`config.mk`:
```
export PLATFORM = sky130hd
export DESIGN_NAME = load_extend_ctrl
export DESIGN_NICKNAME = d
export VERILOG_FILES = /design/src/rtl/load_extend_ctrl_pkg.sv /design/src/rtl/load_lane_extend.sv /design/src/rtl/load_extend_ctrl.sv
export SDC_FILE = /design/constraint.sdc
export NUM_CORES = 1
export LEC_CHECK = 0
export CAP_MARGIN = 20
export CORE_AREA = 3 3 130 132
export DETAILED_ROUTE_END_ITERATION = 10
export DIE_AREA = 0 0 133 135
export PLACE_DENSITY = 0.77
export SLEW_MARGIN = 20
export SYNTH_ARGS = -nofsm -noshare
export SYNTH_HDL_FRONTEND = slang
export SYNTH_SLANG_ARGS = --single-unit
```
`constraint.sdc`:
```
create_clock -name CLK -period 2.1 [get_ports CLK]
set_input_delay 0.42 -clock CLK [delete_from_list [all_inputs] [get_ports CLK]]
set_output_delay 0.42 -clock CLK [all_outputs]
set_load 0.03 [all_outputs]
```
`src/rtl/load_extend_ctrl_pkg.sv`:
```
// load_extend_ctrl_pkg: shared size encodings, FSM states and alignment helper for the load sequencer
package load_extend_ctrl_pkg;

    localparam logic [1:0] SZ_BYTE  = 2'b00;
    localparam logic [1:0] SZ_HALF  = 2'b01;
    localparam logic [1:0] SZ_WORD  = 2'b10;
    localparam logic [1:0] SZ_DWORD = 2'b11;
    localparam int WORD_BYTES = 4;

    typedef enum logic [2:0] {IDLE, CHK, RD0, RD1, FIN} state_t;

    function automatic logic is_misaligned(input logic [1:0] size, input logic [1:0] off);
        return (size == SZ_HALF && off[0]) || ((size == SZ_WORD || size == SZ_DWORD) && off != 2'b00);
    endfunction

endpackage

```
`src/rtl/load_lane_extend.sv`:
```
// load_lane_extend: picks the little-endian byte/half lane out of a read word and sign/zero-extends it
module load_lane_extend
    import load_extend_ctrl_pkg::*;
(
    input  logic [31:0] rdata,
    input  logic [1:0]  offset,
    input  logic [1:0]  size,
    input  logic        signedLoad,
    output logic [31:0] q
);

    logic [7:0]  b;
    logic [15:0] h;

    // lane select then extension; word and double word pass straight through
    always_comb begin
        b = rdata[{offset, 3'b000} +: 8];
        h = rdata[{offset[1], 4'b0000} +: 16];
        q = size == SZ_BYTE ? {{24{signedLoad & b[7]}}, b} :
            size == SZ_HALF ? {{16{signedLoad & h[15]}}, h} : rdata;
    end

endmodule

```
`src/rtl/load_extend_ctrl.sv`:
```
// load_extend_ctrl: sequences byte/half/word/double-word loads with alignment and timeout checking
module load_extend_ctrl
    import load_extend_ctrl_pkg::*;
#(
    parameter int TIMEOUT = 16,
    parameter int CNT_W   = 5
) (
    input  logic        CLK,
    input  logic        CLR,
    input  logic        start,
    input  logic [31:0] addr,
    input  logic [1:0]  dataSize,
    input  logic        signedLoad,
    output logic        busy,
    output logic        done,
    output logic        err,
    output logic [31:0] result_lo,
    output logic [31:0] result_hi,
    output logic        mem_req,
    output logic [31:0] mem_addr,
    input  logic        mem_ack,
    input  logic [31:0] mem_rdata
);

    state_t      state_q, state_d;
    logic [31:0] addr_q, addr_d;
    logic [1:0]  size_q, size_d;
    logic        sgn_q, sgn_d;
    logic [CNT_W-1:0] cnt_q, cnt_d;
    logic        busy_q, busy_d, done_q, done_d, err_q, err_d, req_q, req_d;
    logic [31:0] maddr_q, maddr_d, lo_q, lo_d, hi_q, hi_d;
    logic [31:0] lane;
    logic        accept, timeout;

    assign accept  = state_q == IDLE && start;
    assign timeout = cnt_q == CNT_W'(TIMEOUT - 1);

    load_lane_extend u_lane (
        .rdata      (mem_rdata),
        .offset     (addr_q[1:0]),
        .size       (size_q),
        .signedLoad (sgn_q),
        .q          (lane)
    );

    // state and registered outputs; reset abandons any transaction in flight
    always_ff @(posedge CLK) begin
        if (CLR) begin
            state_q <= IDLE;
            addr_q  <= '0;
            size_q  <= '0;
            sgn_q   <= 1'b0;
            cnt_q   <= '0;
            busy_q  <= 1'b0;
            done_q  <= 1'b0;
            err_q   <= 1'b0;
            req_q   <= 1'b0;
            maddr_q <= '0;
            lo_q    <= '0;
            hi_q    <= '0;
        end else begin
            state_q <= state_d;
            addr_q  <= addr_d;
            size_q  <= size_d;
            sgn_q   <= sgn_d;
            cnt_q   <= cnt_d;
            busy_q  <= busy_d;
            done_q  <= done_d;
            err_q   <= err_d;
            req_q   <= req_d;
            maddr_q <= maddr_d;
            lo_q    <= lo_d;
            hi_q    <= hi_d;
        end
    end

    // next state: ack has priority over the timeout on the same cycle
    always_comb begin
        state_d = state_q;
        case (state_q)
            IDLE:    state_d = start ? CHK : IDLE;
            CHK:     state_d = is_misaligned(size_q, addr_q[1:0]) ? FIN : RD0;
            RD0:     state_d = mem_ack ? (size_q == SZ_DWORD ? RD1 : FIN) : timeout ? FIN : RD0;
            RD1:     state_d = mem_ack || timeout ? FIN : RD1;
            default: state_d = IDLE;
        endcase
    end

    // next values of the registered outputs and the request/result datapath
    always_comb begin
        addr_d  = accept ? addr : addr_q;
        size_d  = accept ? dataSize : size_q;
        sgn_d   = accept ? signedLoad : sgn_q;
        cnt_d   = (state_q inside {RD0, RD1}) && state_d == state_q ? cnt_q + 1'b1 : '0;
        busy_d  = state_d inside {CHK, RD0, RD1};
        done_d  = state_d == FIN;
        err_d   = state_d == FIN && (state_q == CHK || !mem_ack);
        req_d   = state_d inside {RD0, RD1};
        maddr_d = state_q == CHK && state_d == RD0 ? {addr_q[31:2], 2'b00} :
                  state_q == RD0 && state_d == RD1 ? maddr_q + 32'(WORD_BYTES) : maddr_q;
        lo_d    = accept ? '0 : state_q == RD0 && mem_ack ? lane : lo_q;
        hi_d    = accept ? '0 : state_q == RD1 && mem_ack ? mem_rdata : hi_q;
    end

    assign busy      = busy_q;
    assign done      = done_q;
    assign err       = err_q;
    assign mem_req   = req_q;
    assign mem_addr  = maddr_q;
    assign result_lo = lo_q;
    assign result_hi = hi_q;

endmodule
```
==> results.toml <==
[run_status]
run_status = "completed"

[cts]
cts_setup_buffers = 0
cts.reportedPaths.clkPinSlew_ns = 0.07
tritoncts = "done"
insertion_delay_ns = 0.43
post_cts_resized = 0
cts-root-buf = "sky130_fd_sc_hd__clkbuf_16"
post_cts_hold_fix_bufs = 0
cts.path.max_buffers = 2
ctsHtreeMaxLevel = 4
cts.sinks = 141
tritoncts.num_buffers = 17

[final_layout]
post_route_cells_drive_above_1_share_pct = 12.3
fill_count = 1436
finalInstanceArea_um2 = 8990
fin_nets = 1049
antenna_cells = 0
area_delta_synth_final_pct = 43.5

[grt]
grt_util_all_layers_pct = 22.1
global_route_wire_length_before_repair_um = 31900
overflow = 0
number_of_antenna_violations_at_the_first_check_in_global_routing = 0
via_count_of_the_first_global_routing_pass = 6227
grt_max_degree = 39

[timing]
rsz0062_at_grt = "false"
period_needed_ns = 2.05
finalMaxSlewViolations = 0
final_hold_vios = 0
timing.clock.skew_ns = 0.0117
fmax_ghz = 0.487
layout_worst_path_cycle_share_pct = 97.8
final.hold.worst_slack_ns = 0.453
setup_viol = 0

[die]
core.rowCount = 46
die_area_um2 = 18000
die_w_um = 133
floorplan.initialDensity_pct = 39.6
core_area_um2 = 15800
io_pins = 171
die_height_um = 135

[setup_path]
setup.worst_path.end_class = "output port"
path_cells = "clkdlybuf4s50_1"
rr_worst_depth = 7
timing.critical_path.buf_inv = 1
timing.critical_path.slowest_cell_delay_ns = 0.75
critPathTopFamily = "buffers and inverters"
critPathLaunchType = "register"
path_class = "register to output port"
timing.critical_path.slowest_stage_cell = "sky130_fd_sc_hd__clkdlybuf4s50_1"
cp.required_ns = 1.68
cp_num_cells = 1
critPathArrivalTime_ns = 1.63
crit_path_max_fanout = 7

[logic_synthesis]
synth-edff-count = 0
syn-cell-area_um2 = 6270
post_synthesis_async_set_or_reset_flop_share_pct = 0
yosysSeqAreaShare_pct = 45.0
yosysTopAreaCell = "sky130_fd_sc_hd__dfxtp_1"
syn-mean-instance-area_um2 = 7.95
synth_top_cell_area_share_pct = 45.0
ys_ff_latch = 141
synth_top_cells_by_count = "sky130_fd_sc_hd__nand2_1, sky130_fd_sc_hd__dfxtp_1, sky130_fd_sc_hd__a21oi_1"
synthCells = 788
yosys_warnings = 0
post_synth_main_area_contributors = "sky130_fd_sc_hd__dfxtp_1, sky130_fd_sc_hd__nand2_1, sky130_fd_sc_hd__a21oi_1"
synth.lib_cells_used.distinct = 64
top_count_cell_post_synth = "sky130_fd_sc_hd__nand2_1"
synth-main-ff-cell = "sky130_fd_sc_hd__dfxtp_1"

[drt]
route.detailed.drc = 0
dr.first_iter.drc_count = 581
wl_per_cell_um = 16.7
drt.antenna.violating_nets = 0
routed_wl_um = 20100
drt_pre_antenna_iters = 6
route.detailed.vias_per_inst = 5.44
route.vias.total = 6545

[run]
cap_viol_max_count = 0

[power_and_ir_drop]
p_total_mw = 6.54
powerDensity_nw_per_um2 = 727
power.static_leakage_nw = 3.16
vdd_drop_max_mv = 0.577

[place]
gp_routability_congestion = 0.908
postPlaceCellArea_um2 = 8430
placement.io_buffers = 168
dp_hpwl_um = 14600

[hold_path]
hold_depth = 2
min-delay-path-class = "register to register"
[where the power goes]
| part | switching [mW] | internal [mW] |
|---|---|---|
| Combinational | 0.481 | 0.390 |
| Clock | 1.28 | 1.55 |
| Sequential | 0.0722 | 2.76 |
[through the flow]
step | util (%) | setup TNS, ns | worst slack (ns) | std cells
finish | 56.8 | 0 | 0.0452 | 1204
global route | 56.8 | 0 | 0.000222 | 1204
CTS | 56.8 | 0 | 0.0369 | 1204
detailed placement | 53.3 | -5.73 | -0.250 | 1172
global placement | 53.3 | -3.61 | -0.177 | 1172
floorplan | - | 0 | 0.241 | 789
[final timing paths]
kind / start / endpoint / slack [ns]
max: mem_addr[21]$_SDFFE_PP0P_ / mem_addr[21] / 0.05
min: result_hi[16]$_SDFFE_PP0P_ / result_hi[16]$_SDFFE_PP0P_ / 0.45
max reg2reg: addr_q[1]$_SDFFE_PP0P_ / result_lo[13]$_SDFFE_PP0P_ / 0.17
min reg2reg: result_hi[16]$_SDFFE_PP0P_ / result_hi[16]$_SDFFE_PP0P_ / 0.45
[final cells by class]
type | instances | area (um2) | area share [%]
clock inverters | 15 | 128 | 1.42
repair buffers | 222 | 2130 | 23.7
flip-flops and latches | 141 | 2820 | 31.4
well taps | 216 | 270 | 3.01
multi-input cells | 587 | 3190 | 35.5
clock buffers | 17 | 425 | 4.73
inverters | 6 | 22.5 | 0.250
[cell families after synthesis]
logic type	count (synthesis)	share of synthesized area [%]
other	1	0.0598
buffers and inverters	61	4.37
AND/OR/NAND/NOR	327	24.5
adder cells (fa/ha/maj)	3	0.599
XOR/XNOR	6	0.838
flip-flops	141	45.0
AO/OA/AOI/OAI	235	21.9
multiplexers	14	2.69
[worst min-delay path, delay by kind of cell (launching register included)]
family          cells  cell delay (ns)
flops               1             0.31
simple gates        1             0.05
compound gates      1             0.05
[layer usage]
layer / track usage (%) / part of all wire (%) / vias up / wire [um]
met4: 8.37 / 2.1 / 0 / 415
met1: 27.2 / 41 / 3041 / 8170
met5: 0 / 0 / - / 0
met3: 5.25 / 8.7 / 35 / 1750
li1: - / - / 3161 / -
met2: 37.5 / 49 / 308 / 9820
[cells in the final DEF, fill, tap and decap left out, types with 4 or more instances in the layout]
master                            instances
sky130_fd_sc_hd__nand2_1                200
sky130_fd_sc_hd__clkdlybuf4s50_1        167
sky130_fd_sc_hd__dfxtp_1                141
sky130_fd_sc_hd__a21oi_1                123
sky130_fd_sc_hd__buf_4                   50
sky130_fd_sc_hd__o21ai_0                 41
sky130_fd_sc_hd__nor2_1                  40
sky130_fd_sc_hd__clkbuf_16               17
sky130_fd_sc_hd__nand3_1                 16
sky130_fd_sc_hd__nand4_1                 12
sky130_fd_sc_hd__nor3_1                  11
sky130_fd_sc_hd__mux2_2                  11
sky130_fd_sc_hd__and3_1                  10
sky130_fd_sc_hd__a31oi_1                 10
sky130_fd_sc_hd__a22oi_1                  9
sky130_fd_sc_hd__a31o_2                   8
sky130_fd_sc_hd__o22ai_1                  8
sky130_fd_sc_hd__a22o_1                   7
sky130_fd_sc_hd__and4_1                   5
sky130_fd_sc_hd__inv_6                    5
sky130_fd_sc_hd__inv_1                    4
sky130_fd_sc_hd__a32oi_1                  4
sky130_fd_sc_hd__buf_12                   4
[state kept, by name, indices dropped and copies added, names as in the netlist, 2 cells and up]
name	cells
addr_q	32
cnt_q	5
mem_addr	30
result_lo	32
size_q	2
state_q	3
result_hi	32
Note: power is estimated with default switching activity, not from simulation.
